`config.mk`:
```
export PLATFORM = sky130hd
export DESIGN_NAME = addr_mode_sequencer
export DESIGN_NICKNAME = d
export VERILOG_FILES = /design/src/rtl/addr_mode_sequencer.sv
export SDC_FILE = /design/constraint.sdc
export NUM_CORES = 1
export LEC_CHECK = 0
export CORE_UTILIZATION = 52
export DETAILED_ROUTE_END_ITERATION = 7
export PLACE_DENSITY = 0.94
export SLEW_MARGIN = 40
export SYNTH_ARGS = -nofsm -noshare
export SYNTH_HDL_FRONTEND = slang
export SYNTH_SLANG_ARGS = --single-unit
```
`constraint.sdc`:
```
create_clock -name clk -period 6.96 [get_ports clk]
set_input_delay 0.696 -clock clk [delete_from_list [all_inputs] [get_ports clk]]
set_output_delay 0.696 -clock clk [all_outputs]
set_load 0.02 [all_outputs]
```
`src/rtl/addr_mode_sequencer.sv`:
```
// rtl/addr_mode_sequencer.sv - fetch/decode sequencer for MOV, MVI and LDA addressing modes
// Owns the PC and issues one register-file write per completed data instruction.
module addr_mode_sequencer #(
  parameter logic [15:0] RESET_PC = 16'h0000,
  parameter logic [2:0]  ACC_REG  = 3'd0
) (
  input  logic        clk,
  input  logic        rst,
  input  logic        halt,
  output logic        mem_req,
  output logic [15:0] mem_addr,
  input  logic        mem_ack,
  input  logic [15:0] mem_rdata,
  output logic [2:0]  rf_rd_addr,
  input  logic [15:0] rf_rd_data,
  output logic        rf_we,
  output logic [2:0]  rf_wr_addr,
  output logic [15:0] rf_wr_data,
  output logic [15:0] pc,
  output logic        busy,
  output logic        illegal
);

  typedef enum logic [2:0] {
    S_HALTED, S_FETCH, S_DECODE, S_IMM, S_ADDR, S_LOAD, S_WRITE
  } state_t;

  localparam logic [3:0] OP_MOV = 4'b1011;
  localparam logic [3:0] OP_MVI = 4'b1100;
  localparam logic [3:0] OP_LDA = 4'b1101;

  state_t      state;
  logic [15:6] ir;
  logic [15:0] ea;
  logic [15:0] data;

  // Request and address decode straight from the state register so reset drops them at once.
  assign mem_req    = (state == S_FETCH) || (state == S_IMM) ||
                      (state == S_ADDR)  || (state == S_LOAD);
  assign mem_addr   = (state == S_LOAD) ? ea : pc;
  assign busy       = (state != S_HALTED);
  assign rf_rd_addr = ir[8:6];

  always_ff @(posedge clk or posedge rst) begin
    if (rst) begin
      state      <= S_HALTED;
      pc         <= RESET_PC;
      ir         <= '0;
      ea         <= '0;
      data       <= '0;
      rf_we      <= 1'b0;
      rf_wr_addr <= '0;
      rf_wr_data <= '0;
      illegal    <= 1'b0;
    end else begin
      rf_we   <= 1'b0;
      illegal <= 1'b0;
      case (state)
        S_HALTED: begin
          if (!halt) state <= S_FETCH;
        end
        S_FETCH: begin
          if (mem_ack) begin
            ir    <= mem_rdata[15:6];
            pc    <= pc + 16'd1;
            state <= S_DECODE;
          end
        end
        S_DECODE: begin
          case (ir[15:12])
            OP_MOV: begin
              data  <= rf_rd_data;
              state <= S_WRITE;
            end
            OP_MVI:  state <= S_IMM;
            OP_LDA:  state <= S_ADDR;
            default: begin
              illegal <= 1'b1;
              state   <= halt ? S_HALTED : S_FETCH;
            end
          endcase
        end
        S_IMM: begin
          if (mem_ack) begin
            data  <= mem_rdata;
            pc    <= pc + 16'd1;
            state <= S_WRITE;
          end
        end
        S_ADDR: begin
          if (mem_ack) begin
            ea    <= mem_rdata;
            pc    <= pc + 16'd1;
            state <= S_LOAD;
          end
        end
        S_LOAD: begin
          if (mem_ack) begin
            data  <= mem_rdata;
            state <= S_WRITE;
          end
        end
        S_WRITE: begin
          rf_we      <= 1'b1;
          rf_wr_addr <= (ir[15:12] == OP_LDA) ? ACC_REG : ir[11:9];
          rf_wr_data <= data;
          state      <= halt ? S_HALTED : S_FETCH;
        end
        default: state <= S_HALTED;
      endcase
    end
  end

endmodule

```
* Word-level counts from Yosys, hierarchy flattened
Index checks and enable logic that the tools add are counted. Widths: inputs -> output; s select.
Cells by class: add/sub/neg operators 1, mux-type cells 15, equal/unequal tests 14, reductions and logical operators 14
Operator list (count):
- $mux 16 | 3
- $pmux 16 s2 | 1
- $pmux 3 s6 | 1
- $add 16x1->16 const B | 1
- $mux 3 | 5
- $eq 4x4->1 const B | 3
- $eq 3x3->1 const B | 3
- $pmux 3 s3 | 1
- $ne 2x2->1 const B | 4
- $eq 3x2->1 const B | 2
- $reduce_and 2->1 | 3
- $reduce_or 3->1 | 2
- $mux 1 | 4
- $reduce_and 4->1 | 1
- $eq 3x1->1 const B | 1
- $logic_not 3->1 | 1
- $logic_or 1x1->1 | 3
- $reduce_and 3->1 | 1
- $reduce_bool 3->1 | 1
- $ne 2x1->1 const B | 1
- $reduce_bool 2->1 | 1
- $reduce_or 2->1 | 1
Storage, ports and cells: bits of input ports 36, logic and storage cells 53, register bits 82, output and inout bits 58

* Longest topological paths before layout
depth after elaboration 4, depth in mapped cells 7, gate-level depth less buffers 4

* Least setup slack after synthesis
OpenSTA, ideal clock, no wires.
kind flip-flop to output port, start point register state[1], end point output mem_addr[10], arrival 1.653 ns, data required time 6.264 ns, path slack 4.611 ns, buffers on the path 3, stages on the path, launching flop included 7, cell sequence dfrtp_1 -> buf_2 -> nand2b_1 -> or2_2 -> buf_2 -> buf_2 -> mux2_2
On the way: longest elaborated chain between the ends 2
Ends and longest elaborated chain:
- start, declared | line 32 | state_t state;
- start signal, assigned | line 79 | state <= halt ? S_HALTED : S_FETCH;
- start signal, assigned | line 107 | state <= halt ? S_HALTED : S_FETCH;
- $eq 3x3->1 | line 40 | assign mem_addr = (state == S_LOAD) ? ea : pc;
- $mux 16 | line 40
- end, declared | line 11 | output logic [15:0] mem_addr,
Every way passes these cells.

* Worst setup path after layout
start point register state[1], end point output mem_addr[3]
Same word-level chain as after synthesis.

==> flow_summary.json <==
{
  "timing.max_cap.violations": 0,
  "power-per-cell-area_mw_per_mm2": 425.3,
  "vias_per_cell": 5.606,
  "min_path_type": "flop to flop",
  "placed_cell_area_mm2": 0.004581,
  "synthCells": 313,
  "synth_top_cells_by_area": "dfrtp_1 56%, mux2_2 13%, xnor2_1 3.1%",
  "r2r.worst_path.cells": 4,
  "initialDrtViolationCount": 94,
  "crit_path_largest_cell_delay_ps": 610,
  "cts_resized": 0,
  "die_h_um": 85.58,
  "yosysSeqAreaShare": 0.5649,
  "path_max_fanout": 16,
  "hold_violations": 0,
  "routed_wire_length_per_instance_um": 17.06,
  "endpoint_of_the_lowest_slack_register_to_register_path": "pc[7]$_DFFE_PP0P_",
  "irDropWorstVdd_uv": 240.7,
  "avgSynthCellArea_um2": 11.60,
  "min_to": "rf_wr_data[8]$_DFFE_PP0N_",
  "antennaDiodeCount": 0,
  "cp_num_buf_inv": 1,
  "worst_slew_margin_rel": 0.5181,
  "timing.critical_path.required_ps": 6260,
  "grt_setup_unrepaired": "no",
  "first_pass_grt_wire_length_um": 13500,
  "grt_start_max_net_pins": 83,
  "cts_root_buf": "clkbuf_8",
  "drive_above_1_share": 0.1852,
  "tritoncts_clock_tree": "built",
  "ctsHoldBuffers": 0,
  "clock_path_buffers": 2,
  "via_count": 2719,
  "gpl.final_weighted_congestion": 0.8080,
  "cellLeakagePower_nw": 2.101,
  "fin_worst_skew_ps": 6.293,
  "synth-warning-count": 0,
  "critical_path.reg2reg.startpoint": "state[0]$_DFFE_PP0P_",
  "cts.htree.levels": 3,
  "clkLatencyLatePin_ps": 350,
  "dieArea_mm2": 0.007323,
  "antenna_found_initial": 0,
  "slew_viol_final": 0,
  "total_grt_usage": 0.2459,
  "overflow_after_grt": 0,
  "placement.setup.worst_slack_ps": 3984,
  "wirelength_um": 8274,
  "holdPathStages": 2,
  "layout.nets": 437,
  "cp-start-kind": "flop",
  "final_setup_violation_count": 0,
  "mostFrequentLayoutCell": "clkdlybuf4s50_1",
  "crit_start": "state[1]$_DFFE_PP0P_",
  "synthDistinctLibCells": 38,
  "finalWorstSetupSlack_ps": 3760,
  "post-cts-setup-buffer-count": 0,
  "setup.worst_path.end_class": "primary output",
  "syn_area_mm2": 0.003632,
  "initial_core_util": 0.5376,
  "cts_sinks": 82,
  "ordered_cell_list_for_the_critical_path": "nand2b_1 -> or2_2 -> mux2_2 -> clkdlybuf4s50_1",
  "cell_at_the_slowest_stage_of_the_critical_path": "clkdlybuf4s50_1",
  "detail_route.drc_violations": 0,
  "rows": 30,
  "detail_route.first_pass.iterations": 4,
  "place_hpwl_um": 5787,
  "hold_slack_ps": 484.6,
  "layout.cells.most_common_list": "93 x clkdlybuf4s50_1, 82 x dfrtp_1, 41 x mux2_2, 28 x nand2_1, 22 x o21ai_0",
  "core_region_area_mm2": 0.006756,
  "status": "finished, final reports clean",
  "timing.critical_path.max_delay_family": "simple AND/OR/NAND/NOR gates",
  "clkTransAtPathRegs_ps": 80,
  "dieWidth_um": 85.58,
  "postLayoutCellArea_mm2": 0.004777,
  "timing_worst_setup_path_type": "flop to primary output",
  "n_fill_cell": 489,
  "synth_nets": 350,
  "io-pin-count": 94,
  "port_buffers": 93,
  "clock.fmax_mhz": 312.5,
  "synth_top_area_share": 0.5649,
  "totalPowerFinal_w": 0.002032,
  "detail-route-antenna-nets": 0,
  "syn_to_final_growth_pct": 31.52,
  "arrival_ps": 2500,
  "slew_of_the_pin_with_the_lowest_slew_margin_ps": 722.9,
  "synth_top_area_cell": "dfrtp_1",
  "min_from": "rf_wr_data[8]$_DFFE_PP0N_",
  "cts_buffers": 9,
  "final_min_period_over_clock_period": 0.4598,
  "r2r_slack_ps": 4570,
  "setup_tns_ps": 0,
  "synthesis_stage_register_bit_count": 82,
  "time_the_worst_path_needs_with_i_o_delays_and_setup_ps": 3200,
  "first_global_vias": 2752
}
tightest hold or removal path: stages (launching register included):
cell and delay [ps]:
dfrtp_1 350, nand2_1 40, o21ai_0 60
Yosys cell counts (all sizes together):
cell and count:
clkbuf 7, a22o 3, nand4bb 1, or2 1
and2 2, a21oi 18, o31a 1, a21o 1
mux2 41, nand4 3, dfrtp 82, a211oi 2
nand2 28, mux2i 2, or3 1, nand3b 2
nor2 6, nand3 9, ha 1, o21bai 1
nand2b 5, or4 1, inv 20, nor3 2
o21ai 22, o31ai 1, and3 3, a21boi 3
xnor2 13, o22ai 17, xor2 2, buf 12
metrics by stage:
step             util  std cells
2_1_floorplan       -        313
3_3_place_gp   0.6759        469
3_5_place_dp   0.6780        469
4_1_cts        0.7070        485
5_1_grt        0.7070        485
6_report       0.7070        485
registers in the layout, indices dropped and copies added (netlist names):
register and count:
rf_wr_data 16, state 3, ir 10, data 16
ea 16, rf_we 1, illegal 1, rf_wr_addr 3
pc 16
how the worst max path moves through the flow:
stage | endpoint | cells past startpoint
after global placement | pc[7]$_DFFE_PP0P_ | 5
final | mem_addr[3] | 4
after detailed placement | pc[7]$_DFFE_PP0P_ | 5
after CTS | mem_addr[13] | 4
after global routing | mem_addr[3] | 4
after floorplan | data[0]$_DFFE_PP0P_ | 1
cells by family after synthesis:
group | synth area share
buffers and inverters | 0.05167
and+or+nand+nor | 0.08922
xor gates and xnor gates | 0.03617
AOI/OAI and AO/OA | 0.1219
DFF | 0.5649
adders and majority gates | 0.003444
muxes | 0.1326
report_power, final:
group	total (W)	switching, W	internal [W]
clock	0.000345	0.000169	0.000176
sequential	0.000828	0.000149	0.000680
combinational	0.000859	0.000425	0.000434
layout make-up:
| cell class | count | area [um^2] | share of cell area |
|---|---|---|---|
| sequential | 82 | 2052 | 0.4295 |
| multi-input combinational | 192 | 1403 | 0.2936 |
| timing repair buffer | 95 | 949.7 | 0.1988 |
| clock buffer | 12 | 145.1 | 0.03038 |
| tap | 80 | 100.1 | 0.02095 |
| inverter | 20 | 76.32 | 0.01598 |
| clock inverter | 4 | 51.30 | 0.01074 |
routing by layer:
metal / track usage / wire (um)
met5: 0 / 0
met4: 0.1242 / 237
met3: 0.05486 / 487
met2: 0.3942 / 3966
met1: 0.3175 / 3583
Note: power is estimated with default switching activity, not from simulation.
